<file path="config.mk">
export PLATFORM = sky130hd
export DESIGN_NAME = jstk2_led_spi_tx
export DESIGN_NICKNAME = d
export VERILOG_FILES = /design/src/rtl/jstk2_led_spi_tx.sv
export SDC_FILE = /design/constraint.sdc
export NUM_CORES = 1
export LEC_CHECK = 0
export BUFFER_PORTS_ARGS = -buffer_cell sky130_fd_sc_hd__buf_2
export CAP_MARGIN = 0
export CORE_ASPECT_RATIO = 2
export CORE_MARGIN = 2
export CORE_UTILIZATION = 63
export DETAILED_ROUTE_END_ITERATION = 8
export GPL_ROUTABILITY_DRIVEN = 0
export PLACE_DENSITY = 0.94
export SLEW_MARGIN = 20
export SYNTH_ARGS = -nofsm -noshare
export SYNTH_HDL_FRONTEND = slang
export SYNTH_SLANG_ARGS = --single-unit
</file>
<file path="constraint.sdc">
create_clock -name clk -period 5.4 [get_ports clk]
set_clock_uncertainty 0.2 [all_clocks]
set_input_delay 0.81 -clock clk [delete_from_list [all_inputs] [get_ports clk]]
set_output_delay 0.81 -clock clk [all_outputs]
set_load 0.05 [all_outputs]
</file>
<file path="src/rtl/jstk2_led_spi_tx.sv">
// SPI master that sends one LED-color packet to a JSTK2 joystick module
// and decodes the joystick position and buttons from the MISO bytes it gets back.
module jstk2_led_spi_tx #(
  parameter int CLK_DIV   = 6,
  parameter int SETUP_CYC = 180,
  parameter int GAP_CYC   = 120,
  parameter int HOLD_CYC  = 300
) (
  input  logic        clk,
  input  logic        rst_n,
  input  logic        start,
  input  logic [23:0] RGBcolor,
  output logic        busy,
  output logic        done,
  output logic        ss,
  output logic        sclk,
  output logic        mosi,
  input  logic        miso,
  output logic [9:0]  x_pos,
  output logic [9:0]  y_pos,
  output logic [1:0]  btn
);

  localparam int SU = (SETUP_CYC < 1) ? 1 : SETUP_CYC;
  localparam int GP = (GAP_CYC < 1) ? 1 : GAP_CYC;
  localparam int HD = (HOLD_CYC < 1) ? 1 : HOLD_CYC;
  localparam int BT = 2 * CLK_DIV;
  localparam int M1 = (SU > GP) ? SU : GP;
  localparam int M2 = (M1 > HD) ? M1 : HD;
  localparam int MX = (M2 > BT) ? M2 : BT;
  localparam int CW = $clog2(MX + 1);

  localparam logic [CW-1:0] SU_L = CW'(SU - 1);
  localparam logic [CW-1:0] GP_L = CW'(GP - 1);
  localparam logic [CW-1:0] HD_L = CW'(HD - 1);
  localparam logic [CW-1:0] LO_L = CW'(CLK_DIV - 1);
  localparam logic [CW-1:0] BT_L = CW'(BT - 1);

  typedef enum logic [2:0] {
    IDLE,
    SETUP,
    SHIFT,
    GAP,
    HOLD
  } state_t;

  state_t        state, state_n;
  logic [CW-1:0] cnt, cnt_n;
  logic [2:0]    bit_idx, bit_n;
  logic [2:0]    byte_idx, byte_n;
  logic [39:0]   tx, tx_n;
  logic [39:0]   rx, rx_n;
  logic          busy_n, done_n, ss_n;
  logic          sclk_n, mosi_n;
  logic [9:0]    x_n, y_n;
  logic [1:0]    btn_n;

  always_comb begin
    state_n = state;
    cnt_n   = cnt;
    bit_n   = bit_idx;
    byte_n  = byte_idx;
    tx_n    = tx;
    rx_n    = rx;
    busy_n  = busy;
    done_n  = 1'b0;
    ss_n    = ss;
    sclk_n  = sclk;
    mosi_n  = mosi;
    x_n     = x_pos;
    y_n     = y_pos;
    btn_n   = btn;
    unique case (state)
      IDLE: begin
        busy_n = 1'b0;
        ss_n   = 1'b1;
        sclk_n = 1'b0;
        mosi_n = 1'b0;
        // the done cycle sits in IDLE with busy still high
        if (start && !busy) begin
          state_n = SETUP;
          cnt_n   = '0;
          byte_n  = '0;
          busy_n  = 1'b1;
          ss_n    = 1'b0;
          tx_n    = {8'h84, RGBcolor, 8'h00};
          rx_n    = '0;
        end
      end
      SETUP: begin
        if (cnt == SU_L) begin
          state_n = SHIFT;
          cnt_n   = '0;
          bit_n   = 3'd7;
          mosi_n  = tx[39];
          tx_n    = {tx[38:0], 1'b0};
        end else begin
          cnt_n = cnt + 1'b1;
        end
      end
      SHIFT: begin
        cnt_n = cnt + 1'b1;
        if (cnt == LO_L) begin
          sclk_n = 1'b1;
          rx_n   = {rx[38:0], miso};
        end
        if (cnt == BT_L) begin
          sclk_n = 1'b0;
          cnt_n  = '0;
          if (bit_idx == 3'd0) begin
            mosi_n = 1'b0;
            if (byte_idx == 3'd4) begin
              state_n = HOLD;
              ss_n    = 1'b1;
            end else begin
              state_n = GAP;
            end
          end else begin
            bit_n  = bit_idx - 1'b1;
            mosi_n = tx[39];
            tx_n   = {tx[38:0], 1'b0};
          end
        end
      end
      GAP: begin
        if (cnt == GP_L) begin
          state_n = SHIFT;
          cnt_n   = '0;
          bit_n   = 3'd7;
          byte_n  = byte_idx + 1'b1;
          mosi_n  = tx[39];
          tx_n    = {tx[38:0], 1'b0};
        end else begin
          cnt_n = cnt + 1'b1;
        end
      end
      HOLD: begin
        if (cnt == HD_L) begin
          state_n = IDLE;
          done_n  = 1'b1;
          x_n     = {rx[25:24], rx[39:32]};
          y_n     = {rx[9:8], rx[23:16]};
          btn_n   = rx[1:0];
        end else begin
          cnt_n = cnt + 1'b1;
        end
      end
      default: state_n = IDLE;
    endcase
  end

  always_ff @(posedge clk) begin
    if (!rst_n) begin
      state    <= IDLE;
      cnt      <= '0;
      bit_idx  <= '0;
      byte_idx <= '0;
      tx       <= '0;
      rx       <= '0;
      busy     <= 1'b0;
      done     <= 1'b0;
      ss       <= 1'b1;
      sclk     <= 1'b0;
      mosi     <= 1'b0;
      x_pos    <= '0;
      y_pos    <= '0;
      btn      <= '0;
    end else begin
      state    <= state_n;
      cnt      <= cnt_n;
      bit_idx  <= bit_n;
      byte_idx <= byte_n;
      tx       <= tx_n;
      rx       <= rx_n;
      busy     <= busy_n;
      done     <= done_n;
      ss       <= ss_n;
      sclk     <= sclk_n;
      mosi     <= mosi_n;
      x_pos    <= x_n;
      y_pos    <= y_n;
      btn      <= btn_n;
    end
  end

endmodule

</file>
==> results.yml <==
status:
  status: "completed"
routing:
  viasPerCell: 6.22
  drtIter0Drc: 494
  drc: 0
  num_vias: 4413
  dr.pass1.iters: 7
  wl_per_cell_um: 17.4
  wirelength_mm: 12.4
  antenna_left: 0
power:
  irDropWorstVdd_v: 0.000436
  power_density_nw_per_um2: 501
  power.leakage_nw: 2.50
place:
  post-place-ws_ns: 2.40
  numPortBuffers: 54
  place_area_um2: 5460
  hpwlAfterDp_mm: 7.72
yosys:
  ys_seq_area_share_pct: 44.2
  ys_ff_latch: 117
  synth_edf_count: 0
  yosysWarnings: 0
  synth_fp_nets: 600
  synth_cell_type_count: 61
  async_flop_share_pct: 0
  syn-mean-instance-area_um2: 9.36
  synthCells: 566
  synthFlopType: "dfxtp_1"
  syn_area_um2: 5300
global_routing:
  track_usage_pct: 29.0
  antenna_found_initial: 0
  grt_overflow: 0
  grt_pass1_wl_mm: 20.2
  grt_max_degree: 81
  grt_pass1_vias: 4516
worst_setup_path:
  critPathMaxStageDelay_ns: 0.77
  worst_r2r_endpoint: "tx[20]"
  crit_top_cell: "nor2_1"
  critical_path.endpoint: "tx[20]"
  start_kind: "flip-flop"
  crit_start: "state[1]"
  crit_required_ns: 5.53
  timing.rr.start: "state[1]"
  critPathKind: "reg -> reg"
  worst_r2r_path_depth: 5
  crit_path_max_fanout: 58
  end_kind: "flip-flop"
  r2r_slack_ns: 2.30
  slowest_stage: "dfxtp_1"
  cp_cell_sequence: "nor2_1 > a21oi_1 > o211a_4 > nor2_1 > a211oi_2"
  critPathArrivalTime_ns: 3.23
flow_run:
  drv_cap: 0
cells_and_area:
  mostFrequentLayoutCell: "dfxtp_1"
  insertedDiodeCount: 0
  area_growth_pct: 14.6
  drive_above_1_share_pct: 20.6
  design_area_um2: 6070
  nNetsFinal: 633
  most-common-layout-cells: "dfxtp_1, nor2_1, buf_2"
clock_tree:
  cts_hold_buf: 0
  post_cts.repair.setup_buffers: 0
  h-tree-depth: 4
  cts.clk_slew.worst_paths_ns: 0.05
  cts_buffers: 17
  cts_tree: "yes"
  clock_sinks: 117
  worstSkewPairLatency_ns: 0.42
  cts_resized: 0
  cts_buffer_depth: 2
  root_buffer: "clkbuf_16"
floorplanning:
  die_w_um: 68.8
  die-area_um2: 9200
  io_pins: 55
  start_util_pct: 64.3
  fp.dieH_um: 134
  core_um2: 8230
  num_rows: 47
sta:
  setup_viol: 0
  setup_slack_ns: 2.30
  finalMaxSlewViolations: 0
  worst_pin_slew_ns: 0.753
  min_period_over_period_pct: 57.4
  slew_headroom_pct: 49.8
  rsz0062_at_grt: "no"
  fin_tns_setup_ns: 0
  finalCriticalPeriod_ns: 3.10
  final_hold_viol_count: 0
  max_freq_mhz: 323
min_path:
  min_path_type: "reg -> reg"
  hp-start: "tx[38]"
report_power, final:
part	switching (W)	internal, W
clock	0.000393	0.000772
combinational	0.000514	0.000309
sequential	0.0000886	0.000967
total	0.000995	0.00205
final cells by class:
type | count | area [um2]
Clock buffer | 24 | 492
Clock inverter | 8 | 121
Fill cell | 572 | 2160
Inverter | 11 | 42.5
Multi-Input combinational cell | 393 | 2640
Sequential cell | 117 | 2340
Tap cell | 98 | 123
Timing Repair Buffer | 59 | 308
cell usage after synthesis, drive strengths merged, types with 3 or more instances:
cell type | n | area, um2
mux2i | 46 | 460
o21ai | 11 | 58.8
nand2b | 43 | 269
buf | 28 | 205
nand2 | 20 | 75.1
ha | 6 | 75.1
and2 | 3 | 18.8
o2111ai | 5 | 43.8
clkbuf | 17 | 68.8
o211ai | 3 | 22.5
nand4 | 4 | 25.0
nor3 | 5 | 46.3
a31oi | 4 | 25.0
a211oi | 24 | 295
dfxtp | 117 | 2340
xor2 | 6 | 52.6
inv | 11 | 41.3
a21oi | 47 | 235
and3 | 3 | 18.8
o22ai | 7 | 43.8
nor2 | 70 | 263
nand3 | 48 | 240
nor3b | 3 | 22.5
critical path: cells and delay by family (launching register included):
kind | cells | cell delay, ns
compound gates | 3 | 1.63
flops | 1 | 0.77
simple gates | 2 | 0.37
through the flow:
step | hold slack [ns] | util (%) | power, W | cells
global placement | 0.247 | 66.3 | 0.00183 | 678
CTS | 0.270 | 73.8 | 0.00304 | 710
floorplan | 0.235 | - | 0.00181 | 566
detailed placement | 0.261 | 66.3 | 0.00188 | 678
global route | 0.298 | 73.8 | 0.00318 | 710
finish | 0.271 | 73.8 | 0.00304 | 710
registers in the layout, summed over array words and instances (netlist names), 2 cells and up:
name	cells
btn	2
cnt	9
y_pos	10
byte_idx	3
x_pos	10
state	3
bit_idx	3
tx	32
rx	40
routing by layer:
| metal | global-route usage (%) | vias to the layer above | wire length [um] |
|---|---|---|---|
| li1 | - | 2071 | - |
| met1 | 28.5 | 2095 | 4410 |
| met2 | 49.6 | 187 | 6760 |
| met3 | 9.29 | 60 | 661 |
| met4 | 18.2 | 0 | 565 |
| met5 | 0 | - | 0 |
worst min path at each step:
stage,slack [ns],cells after the start,end
after floorplan,0.24,2,tx[8]
after global placement,0.25,2,tx[8]
after detailed placement,0.26,2,rx[10]
after CTS,0.27,2,tx[38]
after global routing,0.30,2,rx[4]
final,0.27,2,tx[38]
kinds of logic (layout without fill, tap and decap cells):
logic type      after synthesis  after routing  synth area share, %
compound gates              119            119                 17.3
xor+xnor                      6              6                0.992
fa+ha+maj                     6              6                 1.42
buf+inv                      56            102                 5.95
flops                       117            117                 44.2
mux                          48             48                 9.12
simple gates                214            214                 21.0
No activity file was read; power rests on OpenSTA's default activity.
